--- src/rtl/midi_uart_rx.sv ---
// -----------------------------------------------------------------------------
// midi_uart_rx
//
// Serial MIDI front end. Receives 8N1 bytes from the opto-isolated MIDI input
// and tracks running status. Each channel or system-common byte is presented
// as a (byteready, cur_status, midi_bytes, databyte) tuple. Real-time bytes
// (F8..FF) go out on a separate strobe and never touch the tuple.
//
// Ports:
//   clock_25     in   system clock
//   iRST_N       in   asynchronous active-low reset
//   midi_rxd     in   raw serial line, idle high, asynchronous to clock_25
//   byteready    out  high for READY_CYCLES clocks per forwarded byte;
//                     consumers sample the tuple on its falling edge
//   cur_status   out  current running status byte
//   midi_bytes   out  position of databyte in the message (0 = status byte)
//   databyte     out  last forwarded byte (status or data)
//   rt_strobe    out  one-clock pulse per received real-time byte
//   rt_byte      out  last real-time byte received
//   frame_error  out  one-clock pulse when the stop bit is sampled low
// -----------------------------------------------------------------------------
module midi_uart_rx #(
  parameter int CLK_HZ       = 25000000,
  parameter int BAUD         = 31250,
  parameter int READY_CYCLES = 4
) (
  input  logic       clock_25,
  input  logic       iRST_N,
  input  logic       midi_rxd,
  output logic       byteready,
  output logic [7:0] cur_status,
  output logic [7:0] midi_bytes,
  output logic [7:0] databyte,
  output logic       rt_strobe,
  output logic [7:0] rt_byte,
  output logic       frame_error
);

  localparam int CLKS_PER_BIT = CLK_HZ / BAUD;
  localparam int CNT_W        = $clog2(CLKS_PER_BIT);

  localparam logic [CNT_W-1:0] FULL_LAST  = CNT_W'(CLKS_PER_BIT - 1);
  localparam logic [CNT_W-1:0] HALF_LAST  = CNT_W'(CLKS_PER_BIT / 2 - 1);
  localparam logic [3:0]       READY_LAST = 4'(READY_CYCLES - 1);

  typedef enum logic [2:0] {
    S_IDLE,
    S_START,
    S_DATA,
    S_STOP,
    S_WAIT_IDLE
  } rx_state_e;

  // Number of data bytes that follow a status byte.
  typedef enum logic [1:0] {
    LEN_0,
    LEN_1,
    LEN_2,
    LEN_SYSEX
  } msg_len_e;

  function automatic msg_len_e status_len(input logic [7:0] s);
    msg_len_e len;
    len = LEN_0;
    case (s[7:4])
      4'h8, 4'h9, 4'hA, 4'hB, 4'hE: len = LEN_2;
      4'hC, 4'hD:                   len = LEN_1;
      4'hF: begin
        case (s[3:0])
          4'h0:       len = LEN_SYSEX;
          4'h1, 4'h3: len = LEN_1;
          4'h2:       len = LEN_2;
          default:    len = LEN_0;   // F4..F7 carry no data
        endcase
      end
      default: len = LEN_0;
    endcase
    return len;
  endfunction

  // ---------------------------------------------------------------------------
  // Input synchronizer. Both flops reset to the idle (high) level so that
  // leaving reset never looks like a start bit.
  // ---------------------------------------------------------------------------
  logic rxd_meta;
  logic rxd_sync;

  // NOTE: clocked state always uses non-blocking (<=) assignments so every
  // flop samples the pre-edge value of its inputs, independent of block order.
  always_ff @(posedge clock_25 or negedge iRST_N) begin
    if (!iRST_N) begin
      rxd_meta <= 1'b1;
      rxd_sync <= 1'b1;
    end else begin
      rxd_meta <= midi_rxd;
      rxd_sync <= rxd_meta;
    end
  end

  // ---------------------------------------------------------------------------
  // Receiver FSM
  // ---------------------------------------------------------------------------
  rx_state_e        state, state_n;
  logic [CNT_W-1:0] clk_cnt, clk_cnt_n;
  logic [2:0]       bit_idx, bit_idx_n;
  logic [7:0]       shift_reg, shift_reg_n;
  logic             byte_done;
  logic             stop_low;

  always_ff @(posedge clock_25 or negedge iRST_N) begin
    if (!iRST_N) begin
      state     <= S_IDLE;
      clk_cnt   <= '0;
      bit_idx   <= '0;
      shift_reg <= '0;
    end else begin
      state     <= state_n;
      clk_cnt   <= clk_cnt_n;
      bit_idx   <= bit_idx_n;
      shift_reg <= shift_reg_n;
    end
  end

  // NOTE: every signal written here gets a default first; a path that leaves
  // one unassigned would infer a latch.
  always_comb begin
    state_n     = state;
    clk_cnt_n   = clk_cnt;
    bit_idx_n   = bit_idx;
    shift_reg_n = shift_reg;
    byte_done   = 1'b0;
    stop_low    = 1'b0;

    unique case (state)
      S_IDLE: begin
        if (!rxd_sync) begin
          state_n   = S_START;
          clk_cnt_n = '0;
          bit_idx_n = '0;
        end
      end

      // Re-check the line half a bit in; a short low pulse is a glitch.
      S_START: begin
        if (clk_cnt == HALF_LAST) begin
          clk_cnt_n = '0;
          state_n   = rxd_sync ? S_IDLE : S_DATA;
        end else begin
          clk_cnt_n = clk_cnt + CNT_W'(1);
        end
      end

      // From the start-bit centre, each full bit period lands on a bit centre.
      S_DATA: begin
        if (clk_cnt == FULL_LAST) begin
          clk_cnt_n   = '0;
          shift_reg_n = {rxd_sync, shift_reg[7:1]};   // LSB first
          if (bit_idx == 3'd7) begin
            state_n = S_STOP;
          end else begin
            bit_idx_n = bit_idx + 3'd1;
          end
        end else begin
          clk_cnt_n = clk_cnt + CNT_W'(1);
        end
      end

      S_STOP: begin
        if (clk_cnt == FULL_LAST) begin
          clk_cnt_n = '0;
          if (rxd_sync) begin
            byte_done = 1'b1;
            state_n   = S_IDLE;
          end else begin
            stop_low  = 1'b1;
            state_n   = S_WAIT_IDLE;
          end
        end else begin
          clk_cnt_n = clk_cnt + CNT_W'(1);
        end
      end

      // A low stop bit may be a break; wait for the line to return high.
      S_WAIT_IDLE: begin
        if (rxd_sync) state_n = S_IDLE;
      end

      default: state_n = S_IDLE;
    endcase
  end

  // ---------------------------------------------------------------------------
  // Byte classification and running-status tracking. Decided combinationally
  // in the stop-sample cycle so the registered outputs change one clock later.
  // ---------------------------------------------------------------------------
  logic       status_valid, status_valid_n;
  msg_len_e   msg_len, msg_len_n;
  logic [7:0] cur_status_n;
  logic [7:0] midi_bytes_n;
  logic       is_rt;
  logic       forward;
  logic [3:0] ready_cnt;

  always_comb begin
    status_valid_n = status_valid;
    msg_len_n      = msg_len;
    cur_status_n   = cur_status;
    midi_bytes_n   = midi_bytes;
    forward        = 1'b0;
    is_rt          = byte_done && (shift_reg >= 8'hF8);

    if (byte_done && !is_rt) begin
      if (shift_reg[7]) begin
        // Status byte, including F7. Statuses with no data (F4..F7) leave
        // running status invalid so later data bytes are dropped.
        forward        = 1'b1;
        cur_status_n   = shift_reg;
        midi_bytes_n   = 8'd0;
        msg_len_n      = status_len(shift_reg);
        status_valid_n = (status_len(shift_reg) != LEN_0);
      end else if (status_valid) begin
        forward = 1'b1;
        unique case (msg_len)
          LEN_1: begin
            midi_bytes_n = 8'd1;
            if (cur_status == 8'hF1 || cur_status == 8'hF3) status_valid_n = 1'b0;
          end
          LEN_2: begin
            midi_bytes_n = (midi_bytes == 8'd1) ? 8'd2 : 8'd1;
            if (cur_status == 8'hF2 && midi_bytes == 8'd1) status_valid_n = 1'b0;
          end
          LEN_SYSEX: begin
            midi_bytes_n = (midi_bytes == 8'hFF) ? 8'hFF : midi_bytes + 8'd1;
          end
          default: forward = 1'b0;   // LEN_0 is never left valid
        endcase
      end
    end
  end

  always_ff @(posedge clock_25 or negedge iRST_N) begin
    if (!iRST_N) begin
      status_valid <= 1'b0;
      msg_len      <= LEN_0;
      cur_status   <= 8'h00;
      midi_bytes   <= 8'h00;
      databyte     <= 8'h00;
      byteready    <= 1'b0;
      ready_cnt    <= 4'd0;
      rt_strobe    <= 1'b0;
      rt_byte      <= 8'h00;
      frame_error  <= 1'b0;
    end else begin
      status_valid <= status_valid_n;
      msg_len      <= msg_len_n;
      cur_status   <= cur_status_n;
      rt_strobe    <= is_rt;
      frame_error  <= stop_low;
      if (is_rt) rt_byte <= shift_reg;

      // byteready: set on forward, then held for READY_CYCLES clocks total.
      if (forward) begin
        midi_bytes <= midi_bytes_n;
        databyte   <= shift_reg;
        byteready  <= 1'b1;
        ready_cnt  <= READY_LAST;
      end else if (ready_cnt != 4'd0) begin
        ready_cnt <= ready_cnt - 4'd1;
      end else begin
        byteready <= 1'b0;
      end
    end
  end

endmodule

--- config.mk ---
export PLATFORM = sky130hd
export DESIGN_NAME = midi_uart_rx
export DESIGN_NICKNAME = d
export VERILOG_FILES = /design/src/rtl/midi_uart_rx.sv
export SDC_FILE = /design/constraint.sdc
export NUM_CORES = 1
export LEC_CHECK = 0
export BUFFER_PORTS_ARGS = -buffer_cell sky130_fd_sc_hd__buf_2
export CAP_MARGIN = 15
export CORE_ASPECT_RATIO = 0.5
export CORE_MARGIN = 1.5
export CORE_UTILIZATION = 58
export CTS_BUF_LIST = sky130_fd_sc_hd__clkbuf_16
export DETAILED_ROUTE_END_ITERATION = 10
export GPL_ROUTABILITY_DRIVEN = 0
export PLACE_DENSITY = 0.79
export SLEW_MARGIN = 10
export SYNTH_ARGS = -nofsm -noshare
export SYNTH_HDL_FRONTEND = slang
export SYNTH_SLANG_ARGS = --single-unit
export TNS_END_PERCENT = 10
--- constraint.sdc ---
create_clock -name clock_25 -period 2.3 [get_ports clock_25]
set_clock_uncertainty 0.15 [all_clocks]
set_input_delay 0.23 -clock clock_25 [delete_from_list [all_inputs] [get_ports clock_25]]
set_output_delay 0.23 -clock clock_25 [all_outputs]
set_load 0.02 [all_outputs]
After elaboration in Yosys (flattened, before gate mapping)

Index checks and enable logic that the tools add are counted.

Bits in registers: 68
Latch bits: 0
RAM bits: 0
Bits in read-only memories: 0
Input port bits: 3
Output and inout port bits: 35
Logic and storage cells: 125
Memories kept: 0

Add/sub/neg operators: 4
Multiply operators: 0
Div/mod/pow operators: 0
Magnitude comparators: 1
Eq/ne operators: 34
Shift-type cells: 0
Multiplexer cells: 45
Bitwise gates (word level): 0
Reductions and logical operators: 25

Operators with widths:

| cell                                                                    | count |
|---|---|
| 4-bit equality test (second input constant)                             | 8 |
| 8-bit equality test (second input constant)                             | 4 |
| 10-bit two-way mux                                                      | 3 |
| 3-bit two-way mux                                                       | 10 |
| 10-bit case mux with 3 select lines                                     | 1 |
| 8-bit two-way mux                                                       | 3 |
| 8-bit case mux with 3 select lines                                      | 1 |
| 1-bit two-way mux                                                       | 16 |
| 2-bit inequality test (second input constant)                           | 8 |
| 3-bit case mux with 5 select lines                                      | 1 |
| 2-bit case mux with 3 select lines                                      | 2 |
| 10-bit by 1-bit adder with 10-bit output (second input constant)        | 1 |
| 10-bit equality test (second input constant)                            | 1 |
| 10-bit by 9-bit equality test with 1-bit output (second input constant) | 1 |
| 8-bit by 1-bit adder with 8-bit output (second input constant)          | 1 |
| 4-bit by 2-bit equality test with 1-bit output (second input constant)  | 2 |
| 8-bit by 1-bit equality test with 1-bit output (second input constant)  | 1 |
| 8-bit greater-or-equal comparator (second input constant)               | 1 |
| 2-bit two-way mux                                                       | 4 |
| 4-bit two-way mux                                                       | 2 |
| 4-bit AND reduction                                                     | 2 |
| 2-bit nonzero test                                                      | 4 |
| 4-bit nonzero test                                                      | 2 |
| 3-bit by 2-bit equality test with 1-bit output (second input constant)  | 2 |
| other kinds (20)                                                        | 28 |

Longest topological paths before layout

Gate-level depths: netlist of run 1.

Depth after elaboration: 9
Depth in mapped cells: 8
Gate-level depth less buffers: 7

Worst setup path after synthesis of run 1

OpenSTA, ideal clock, no wires.

Kind: reg-to-reg
Start point: reg clk_cnt[0]
End point: reg databyte[3]
Arrival time: 1.809 ns
Slack: 0.215 ns
Stages on the path, launching flop included: 8
Path buffers: 1
Path through: dfrtp_1 -> ha_1 -> nand3_1 -> nor4_4 -> and2_4 -> o21a_4 -> buf_8 -> mux2_4

Cells in the longest elaborated chain, start to end: 7

Ends and longest elaborated chain:

| item                   | line | text |
|---|---|---|
| from (decl)            | 104  | `logic [CNT_W-1:0] clk_cnt, clk_cnt_n;` |
| from (signal assigned) | 118  | `clk_cnt <= clk_cnt_n;` |
| 10-bit equality test * | 169  | `if (clk_cnt == FULL_LAST) begin` |
| 1-bit two-way mux *    | 169  |  |
| 1-bit two-way mux *    | 134  | `unique case (state)` |
| 1-bit logical AND      | 210  | `is_rt = byte_done && (shift_reg >= 8'hF8);` |
| 1-bit logical NOT      | 212  | `if (byte_done && !is_rt) begin` |
| 1-bit logical AND *    | 212  |  |
| 1-bit two-way mux *    | 212  |  |
| to (signal assigned)   | 264  | `databyte <= shift_reg;` |
| to (decl)              | 33   | `output logic [7:0] databyte,` |

Every way passes the cells marked *; elsewhere a longest branch is shown, timed or not.
A chain may end at the register's enable or synchronous reset.

Worst setup path after layout of run 1

Start point: reg clk_cnt[0]
End point: reg databyte[2]

Same word-level chain as after synthesis.

==> summary.md, run 1 <==
| Metric | Value |
|---|---|
| Status | `finished clean` |
| Via count | `2543` |
| Root Buffer | `clkbuf_16` |
| P_leak | `0.00201 µW` |
| Synth unique cells | `50` |
| Die area | `0.00623 mm²` |
| MaxCap Viol Count | `0` |
| Worst hold path type | `reg2reg` |
| Tmin final | `2.19 ns` |
| I/O Buffers | `37` |
| Worst setup SP type | `flip-flop` |
| Min Hold Slack | `0.204 ns` |
| Clock-pin slew on the worst setup and hold paths | `0.06 ns` |
| Mapped Cells | `308` |
| Post-synth top cells | `dfrtp_1, nor2_1, nand2_1` |
| Std cell rows | `19` |
| First-pass GRT wire length | `11.3 mm` |
| Average routed wire per standard cell | `15.3 µm` |
| Clock buffer count from CTS | `9` |
| WL final | `6.68 mm` |
| YS warnings | `0` |
| Final Non-Filler Cells | `438` |
| Yosys reg bits | `68` |
| Aggregate global-route resource usage | `0.240` |
| H-tree depth | `3` |
| Clk Latency, worst-skew pair | `0.33 ns` |
| Data required, critical path | `2.36 ns` |
| TritonCTS clock tree | `done` |
| Async S/R FF share, synth | `1.00` |
| Number of top-level pins | `38` |
| Area Growth Syn to Fin | `20.3%` |
| Crit share post-route | `0.950` |
| Vias in the first global route | `2564` |
| Share of cells above drive strength 1 | `0.299` |
| Crit path kind | `reg2reg` |
| Top reg by flops | `clk_cnt` |
| Via/cell ratio | `5.81` |
| Initial antenna violation count | `0` |
| Initial Util | `0.603` |
| Crit end category | `flip-flop` |
| Worst VDD drop | `617 µV` |
| Power, Total | `2690 µW` |
| GRT overflow | `0` |
| Clock sink count | `68` |
| Syn Nets | `322` |
| Remaining antenna violation count | `0` |
| Prevailing post-synth register cell | `dfrtp_1` |
| Post-synthesis sequential area ratio | `0.512` |
| Post-Syn Area | `0.00333 mm²` |
| DIE WIDTH | `110 µm` |
| PD cells | `674 mW/mm²` |
| Placed insts | `418` |
| Max FFs per register | `10` |
| Final Net Count | `374` |
| Least-Margin Pin Slew | `0.635 ns` |
| Top-area cell type share of the netlist area | `0.497` |
| Fin worst setup slack | `0.114 ns` |
| Worst EP arrival | `2.25 ns` |
| Deepest clock path buffer count | `2` |
| 1st-iter DRT viols | `114` |
| RSZ-0062 raised after global routing | `yes` |
| Pin count of the biggest net entering global routing | `43` |
| Top-count cell post-synth | `dfrtp_1` |
| Diode count | `0` |
| TritonRoute pass-1 iters | `4` |
| Core area | `0.00552 mm²` |
| Max_slew headroom | `0.576` |
| Drt drc | `0` |
| Setup-failing EPs final | `0` |
| Pre-CTS setup slack | `-0.0178 ns` |
| Post-synth top area cell | `dfrtp_1` |
| DPL Wire Length | `4.71 mm` |
| Chip height | `56.5 µm` |
| Worst Path Max Fanout | `8` |
| Most area-consuming cells after synthesis | `dfrtp_1, mux2_2, ha_1` |
| Syn avg cell area | `10.8 µm²` |
| EDFF count, synth | `0` |
| Final hold viol count | `0` |
| Fmax | `457 MHz` |
| Pins Over Slew Limit | `0` |
## logic make-up after synthesis
family / count (synthesis) / synth area share
simple gates: 111 / 0.179
compound gates: 69 / 0.138
flops: 68 / 0.512
mux: 25 / 0.0899
buf+inv: 22 / 0.0342
fa+ha+maj: 11 / 0.0414
xor+xnor: 2 / 0.00527
## layout by cell type (no fill, tap or decap), types with 2 or more instances in the layout
cell,Yosys,layout
o21ai_0,19,19
mux2_4,5,5
and2_1,2,2
nand3_1,11,9
a22o_1,9,9
nand2_1,22,22
clkinvlp_4,0,3
nor2_1,23,23
nand2b_1,7,7
a41oi_1,2,2
o211ai_1,3,3
dfrtp_1,66,66
nand3_2,1,3
ha_1,11,10
dlygate4sd3_1,0,2
bufinv_16,0,2
a21oi_1,18,18
a22oi_1,2,2
nor3_1,8,8
nand4b_1,2,2
dfstp_2,2,2
or2_2,7,7
buf_4,1,11
o31ai_1,5,5
a2bb2oi_1,2,2
or3_1,5,5
a21o_1,3,3
nand4_1,3,3
clkbuf_16,0,9
buf_2,6,37
and3_1,7,7
inv_1,12,12
nor2b_1,5,5
mux2_2,19,19
## final timing paths
kind,start,endpoint,slack [ns],depth (start not counted)
max reg2reg,clk_cnt[0],databyte[2],0.11,6
max in group asynchronous,iRST_N,midi_bytes[1],1.05,3
max,clk_cnt[0],databyte[2],0.11,6
min in group asynchronous,iRST_N,clk_cnt[3],0.31,2
min reg2reg,rxd_meta,rxd_sync,0.20,0
min,rxd_meta,rxd_sync,0.20,0
## metrics by stage
step | instance area, µm² | setup TNS, ns | util
after global placement | 3620 | 0 | 0.657
after global routing | 4000 | 0 | 0.725
after CTS | 3980 | 0 | 0.722
after floorplan | 3330 | 0 | -
after detailed placement | 3620 | -0.0451 | 0.657
final | 4000 | 0 | 0.725
## where the power goes
group / switching (µW) / total (µW) / internal [µW]
combinational: 25.4 / 33.7 / 8.25
sequential: 0.607 / 1200 / 1200
clock: 507 / 1460 / 953
total: 533 / 2690 / 2160
## final cells by class
| type | count | area, µm² |
|---|---|---|
| Clock inverter | 7 | 100 |
| Clock buffer | 9 | 225 |
| Timing Repair Buffer | 51 | 308 |
| Inverter | 12 | 45.0 |
| Tap cell | 73 | 91.3 |
| Sequential cell | 68 | 1700 |
| Fill cell | 380 | 1520 |
| Multi-Input combinational cell | 218 | 1530 |
## worst max-delay path, cell delays in order (launching register included)
cell and delay (ns):
dfrtp_1 0.40, ha_2 0.22, nand3_2 0.13, nor4_4 0.41, and2_4 0.22, o21a_4 0.20, mux2_2 0.34
## metal layers
layer / GRT usage / vias up / share of wire
li1: - / 1215 / -
met1: 0.287 / 1267 / 0.44
met2: 0.416 / 55 / 0.51
met3: 0.0755 / 6 / 0.042
met4: 0.0751 / 0 / 0.010
met5: 0 / - / 0
## timing repair
item / 4_1_cts / 5_1_grt
buffers inserted: 2 / 0
hold buffers: 2 / 0
pin swaps: 1 / 1
resized for setup: 0 / 4
endpoints found under the hold margin: 25 / 0
endpoints found under the setup margin: 3 / 18
No activity file was read; power rests on OpenSTA's default activity.
==> run 2: changes to the inputs <==
Settings changed: GPL_ROUTABILITY_DRIVEN 0 to default, MAX_ROUTING_LAYER from default to met4.
==> run 2 against run 1 <==
  * Cell count unchanged
  * Global-route usage up 0.78 points
  * Final area up 0.12%
  * Combinational power about the same
  * Wire length down 0.58%
  * Critical path depth unchanged
  * Utilization up 0.091 points
  * Sequential share of layout area down 0.053 points
  * Maximum frequency down 0.15%
  * Die area unchanged
  * Count of clock-buffer cells in the layout unchanged
  * Worst hold slack about the same
  * Critical path type unchanged
  * Critical endpoint is now databyte[0]
  * Highest routed layer unchanged
==> summary.md, run 2 (same netlist as run 1, synthesis figures left out) <==
| Metric | Value |
|---|---|
| Status | `finished clean` |
| Fin worst setup slack | `0.111 ns` |
| WHS Path Cells | `0` |
| TritonCTS clock tree | `done` |
| PD cells | `673 mW/mm²` |
| Max_slew headroom | `0.579` |
| Initial antenna violation count | `0` |
| First-pass GRT wire length | `11.4 mm` |
| DIE WIDTH | `110 µm` |
| Placed insts | `418` |
| Crit end category | `flip-flop` |
| Final Net Count | `374` |
| Initial Util | `0.603` |
| Worst VDD drop | `615 µV` |
| MaxCap Viol Count | `0` |
| H-tree depth | `3` |
| RSZ-0062 raised after global routing | `yes` |
| WL met3 | `260 µm` |
| Vias in the first global route | `2556` |
| Clock-pin slew on the worst setup and hold paths | `0.06 ns` |
| Top reg by flops | `clk_cnt` |
| Worst Path Max Fanout | `8` |
| WL final | `6.64 mm` |
| Worst hold path type | `reg2reg` |
| RR Startpoint | `clk_cnt[0]` |
| Least-Margin Pin Slew | `0.631 ns` |
| P_leak | `0.00202 µW` |
| I/O Buffers | `37` |
| Clock sink count | `68` |
| Remaining antenna violation count | `0` |
| Final Non-Filler Cells | `438` |
| Deepest clock path buffer count | `2` |
| TritonRoute pass-1 iters | `4` |
| Critical path's slowest cell | `nor4_4` |
| Clk Latency, worst-skew pair | `0.33 ns` |
| Critical Path Max Stage Delay | `0.41 ns` |
| Post-route setup TNS | `0 ns` |
| Pins Over Slew Limit | `0` |
| Diode count | `0` |
| Cell breakdown of the critical path | `ha_2 > nand3_2 > nor4_4 > and2_4 > o21a_4 > mux2_2` |
| Max FFs per register | `10` |
| Tmin final | `2.19 ns` |
| Number of top-level pins | `38` |
| Pin count of the biggest net entering global routing | `43` |
| GP Congestion | `0.816` |
| Core area | `0.00552 mm²` |
| Pre-CTS setup slack | `-0.0178 ns` |
| GRT overflow | `0` |
| Root Buffer | `clkbuf_16` |
| Data required, critical path | `2.36 ns` |
| Hold Startpoint | `rxd_meta` |
| Std cell rows | `19` |
| Leading cell type in the layout, fill and taps excluded | `dfrtp_1` |
| Worst setup SP type | `flip-flop` |
| Reg2reg end | `databyte[0]` |
| Crit share post-route | `0.952` |
| Chip height | `56.5 µm` |
| Met2 WL | `3.35 mm` |
| Drt drc | `0` |
| Setup-failing EPs final | `0` |
| Uppermost layer routed | `met4` |
| Clock buffer count from CTS | `9` |
| Worst EP arrival | `2.25 ns` |
| Aggregate global-route resource usage | `0.248` |
| Final hold viol count | `0` |
| Fmax | `457 MHz` |
| Via/cell ratio | `5.76` |
| Min Hold Slack | `0.204 ns` |
| Area Growth Syn to Fin | `20.4%` |
| Die area | `0.00623 mm²` |
| DPL Wire Length | `4.71 mm` |
| Average routed wire per standard cell | `15.2 µm` |
| Worst reg2reg path depth | `6` |
| 1st-iter DRT viols | `108` |
| DP Area | `0.00362 mm²` |
| Most frequent cells in the layout | `dfrtp_1, buf_2, nor2_1` |
| Crit path kind | `reg2reg` |
| Share of cells above drive strength 1 | `0.301` |
| Met1 WL | `2.96 mm` |
| Hold endpoint | `rxd_sync` |
| FF-to-FF setup slack | `0.11 ns` |
| Via count | `2523` |
| Fin area | `0.00401 mm²` |
| Fillers | `380` |
[run 2: cell counts in the layout (fill, tap and decap cells not counted)]
No cell type changed its count.
[run 2: metrics by stage]
stage,total power [µW],util
floorplan,1220,-
global placement,1250,0.657
detailed placement,1260,0.657
CTS,2720,0.722
global route,2780,0.726
finish,2700,0.726
[run 2: report_power, final]
part / leakage, µW / total, µW / internal [µW] / switching (µW)
Combinational: 0.000938 / 33.5 / 8.25 / 25.2
Sequential: 0.000929 / 1200 / 1200 / 0.606
Clock: 0.000148 / 1460 / 953 / 509
Total: 0.00202 / 2700 / 2160 / 534
[run 2: repair_timing]
item                                    4_1_cts  5_1_grt
resized for setup                             0        5
hold buffers                                  2        0
endpoints found under the hold margin        25        0
buffers inserted                              2        0
endpoints found under the setup margin        3       19
pin swaps                                     1        1
[run 2: layout make-up]
class,count,area [µm²],share of cell area
clock inverter,7,100,0.0250
clock buffer,9,225,0.0562
multi-input combinational,218,1530,0.382
tap,73,91.3,0.0228
inverter,12,45.0,0.0112
timing repair buffer,51,308,0.0769
sequential,68,1700,0.425
[run 2: worst max path at each step]
stage | end | slack (ns) | startpoint | cells after the start
after floorplan | databyte[3] | 0.22 | clk_cnt[0] | 7
after detailed placement | databyte[0] | -0.02 | clk_cnt[0] | 6
final | databyte[0] | 0.11 | clk_cnt[0] | 6
after global placement | databyte[1] | 0.07 | clk_cnt[0] | 6
after CTS | databyte[0] | 0.04 | clk_cnt[0] | 6
after global routing | databyte[2] | 0.0006 | clk_cnt[0] | 6
[run 2: layer usage]
layer	up-vias	GRT usage
li1	1216	-
met1	1261	0.290
met2	40	0.415
met3	6	0.0790
met4	0	0.0696
met5	-	-
[run 2: critical path, delay by kind of cell, from the launching register on]
kind	cells	cell delay, ns
and+or+nand+nor	3	0.76
AOI/OAI and AO/OA	1	0.20
adders and majority gates	1	0.22
DFF	1	0.40
muxes	1	0.34
==> run 3: changes to the inputs <==
Settings changed: CORE_UTILIZATION 58 to 62, PLACE_DENSITY 0.79 to 0.84.
Clock period 2.3 ns to 2.7 ns, I/O delays scaled along.
==> run 3 against run 2 <==
  * Sequential power is 15% lower
  * Count of clock-buffer cells in the layout stayed put
  * Via count is 0.32% lower
  * Global-route usage is 2.1 points higher
  * Sequential share of layout area is 1.0 points higher
  * Clock power is 9.6% lower
  * Worst setup slack better by 0.092 ns
  * Flip-flop and latch count stayed put
  * Wire length is 5.0% higher
  * Final area is 2.4% lower
  * First-iteration DRC count is 5.6% higher
  * Critical path type unchanged
  * Largest cell class unchanged
  * Largest power group unchanged
==> summary.md, run 3 (same netlist as run 1, synthesis figures left out) <==
| Metric | Value |
|---|---|
| Clock buffer count from CTS | `9` |
| Clk Latency, worst-skew pair | `0.33 ns` |
| Worst VDD drop | `390 µV` |
| Initial antenna violation count | `0` |
| Share of cells above drive strength 1 | `0.263` |
| Psw | `442 µW` |
| Die area | `0.00584 mm²` |
| DIE WIDTH | `107 µm` |
| Hold Startpoint | `rxd_meta` |
| GRT overflow | `0` |
| Via/cell ratio | `5.93` |
| Worst EP arrival | `2.55 ns` |
| WP buf/inv | `0` |
| Initial Util | `0.659` |
| Hold endpoint | `rxd_sync` |
| Aggregate global-route resource usage | `0.269` |
| Data required, critical path | `2.75 ns` |
| Vias in the first global route | `2423` |
| Final Core Density | `0.775` |
| WHS Path Cells | `0` |
| Deepest clock path buffer count | `2` |
| Pre-CTS setup slack | `0.314 ns` |
| Post-route setup TNS | `0 ns` |
| Worst Setup SP | `clk_cnt[0]` |
| Core area | `0.00504 mm²` |
| DPL Wire Length | `4.53 mm` |
| Clock-pin slew on the worst setup and hold paths | `0.05 ns` |
| TritonCTS clock tree | `done` |
| 1st-iter DRT viols | `114` |
| Worst reg2reg path depth | `5` |
| GP Congestion | `0.826` |
| First-pass GRT wire length | `11.2 mm` |
| Via count | `2515` |
| Least-Margin Pin Slew | `0.603 ns` |
| Root Buffer | `clkbuf_16` |
| Critical path's slowest cell | `nand3_1` |
| Clock sink count | `68` |
| Crit share post-route | `0.925` |
| Top reg by flops | `clk_cnt` |
| WL final | `6.98 mm` |
| Power, Total | `2370 µW` |
| P_leak | `0.00198 µW` |
| MaxCap Viol Count | `0` |
| Reg2reg end | `cur_status[1]` |
| Number of top-level pins | `38` |
| Chip height | `54.8 µm` |
| Final Net Count | `363` |
| CP delay by family, top | `simple AND/OR/NAND/NOR gates` |
| Placed insts | `406` |
| Sw Share | `0.187` |
| Tmin final | `2.50 ns` |
| H-tree depth | `3` |
| Fmax | `400 MHz` |
| Setup-failing EPs final | `0` |
| Worst Path Max Fanout | `15` |
| Gate power share | `0.011` |
| Max FFs per register | `10` |
| FF-to-FF setup slack | `0.20 ns` |
| Cell breakdown of the critical path | `ha_1 > nand3_1 > nor4_4 > nand3_1 > mux2_2` |
| Area Growth Syn to Fin | `17.6%` |
| Most common cell on crit path | `nand3_1` |
| Leading cell type in the layout, fill and taps excluded | `dfrtp_1` |
| Average routed wire per standard cell | `16.5 µm` |
| CTS resizes | `0` |
| RSZ-0062 raised after global routing | `no` |
| Critical Path Max Stage Delay | `0.51 ns` |
| Pint | `1930 µW` |
| Clk pwr share | `0.556` |
| I/O Buffers | `37` |
| PD cells | `606 mW/mm²` |
| Status | `finished clean` |
| Std cell rows | `18` |
| Pins Over Slew Limit | `0` |
| Max_slew headroom | `0.596` |
| Worst setup SP type | `flip-flop` |
| Drt drc | `0` |
| Most frequent cells in the layout | `dfrtp_1, buf_2, nor2_1` |
| Crit path kind | `reg2reg` |
| RR Startpoint | `clk_cnt[0]` |
| Crit end category | `flip-flop` |
| Diode count | `0` |
| Share of total power in sequential cells | `0.433` |
| TritonRoute pass-1 iters | `4` |
| Final hold viol count | `0` |
| Final Non-Filler Cells | `424` |
| Worst hold path type | `reg2reg` |
| Pin count of the biggest net entering global routing | `44` |
| Remaining antenna violation count | `0` |
| Fin worst setup slack | `0.203 ns` |
## run 3: repair_timing
action	4_1_cts	5_1_grt
setup endpoints to repair	0	0
setup buffers	0	0
endpoints found under the hold margin	24	0
hold buffers	2	0
## run 3: cell type report
cell class / instances / area (µm²)
Sequential cell: 68 / 1700
Fill cell: 321 / 1130
Timing Repair Buffer: 40 / 225
Clock inverter: 7 / 115
Multi-Input combinational cell: 218 / 1510
Inverter: 12 / 45.0
Tap cell: 70 / 87.6
Clock buffer: 9 / 225
## run 3: worst max path at each step
stage | endpoint | slack (ns) | cells after the start
finish | cur_status[1] | 0.20 | 5
global route | cur_status[1] | 0.04 | 5
CTS | cur_status[1] | 0.25 | 5
detailed placement | cur_status[6] | 0.31 | 5
global placement | cur_status[6] | 0.43 | 5
floorplan | databyte[3] | 0.62 | 7
## run 3: worst reg2reg max path: cells and delay by family, from the launching register on
family                   cells  cell delay [ns]
AND/OR/NAND/NOR              3             1.13
multiplexers                 1             0.47
flip-flops                   1             0.41
adder cells (fa/ha/maj)      1             0.21
## run 3: metrics by stage
step	hold slack, ns	instance area, µm²
5_1_grt	0.211	3910
3_5_place_dp	0.154	3550
3_3_place_gp	0.142	3550
6_report	0.204	3910
4_1_cts	0.205	3910
2_1_floorplan	-0.176	3330
## run 3: power by group through the flow
| stage | clock network (µW) | logic, µW | registers (µW) |
|---|---|---|---|
| final | 1320 | 26.0 | 1020 |
| after detailed placement | 0 | 25.1 | 1040 |
| after floorplan | 0 | 2.07 | 1040 |
| after CTS | 1330 | 27.5 | 1020 |
| after global placement | 0 | 24.2 | 1040 |
| after global routing | 1380 | 30.9 | 1020 |
## run 3: layer usage
metal | part of all wire | up-vias | global-route usage | wire, µm
met3 | 0.052 | 23 | 0.0940 | 364
met4 | 0.022 | 0 | 0.107 | 155
li1 | - | 1190 | - | -
met2 | 0.49 | 73 | 0.449 | 3430
met1 | 0.43 | 1229 | 0.310 | 3020
met5 | 0 | - | - | 0
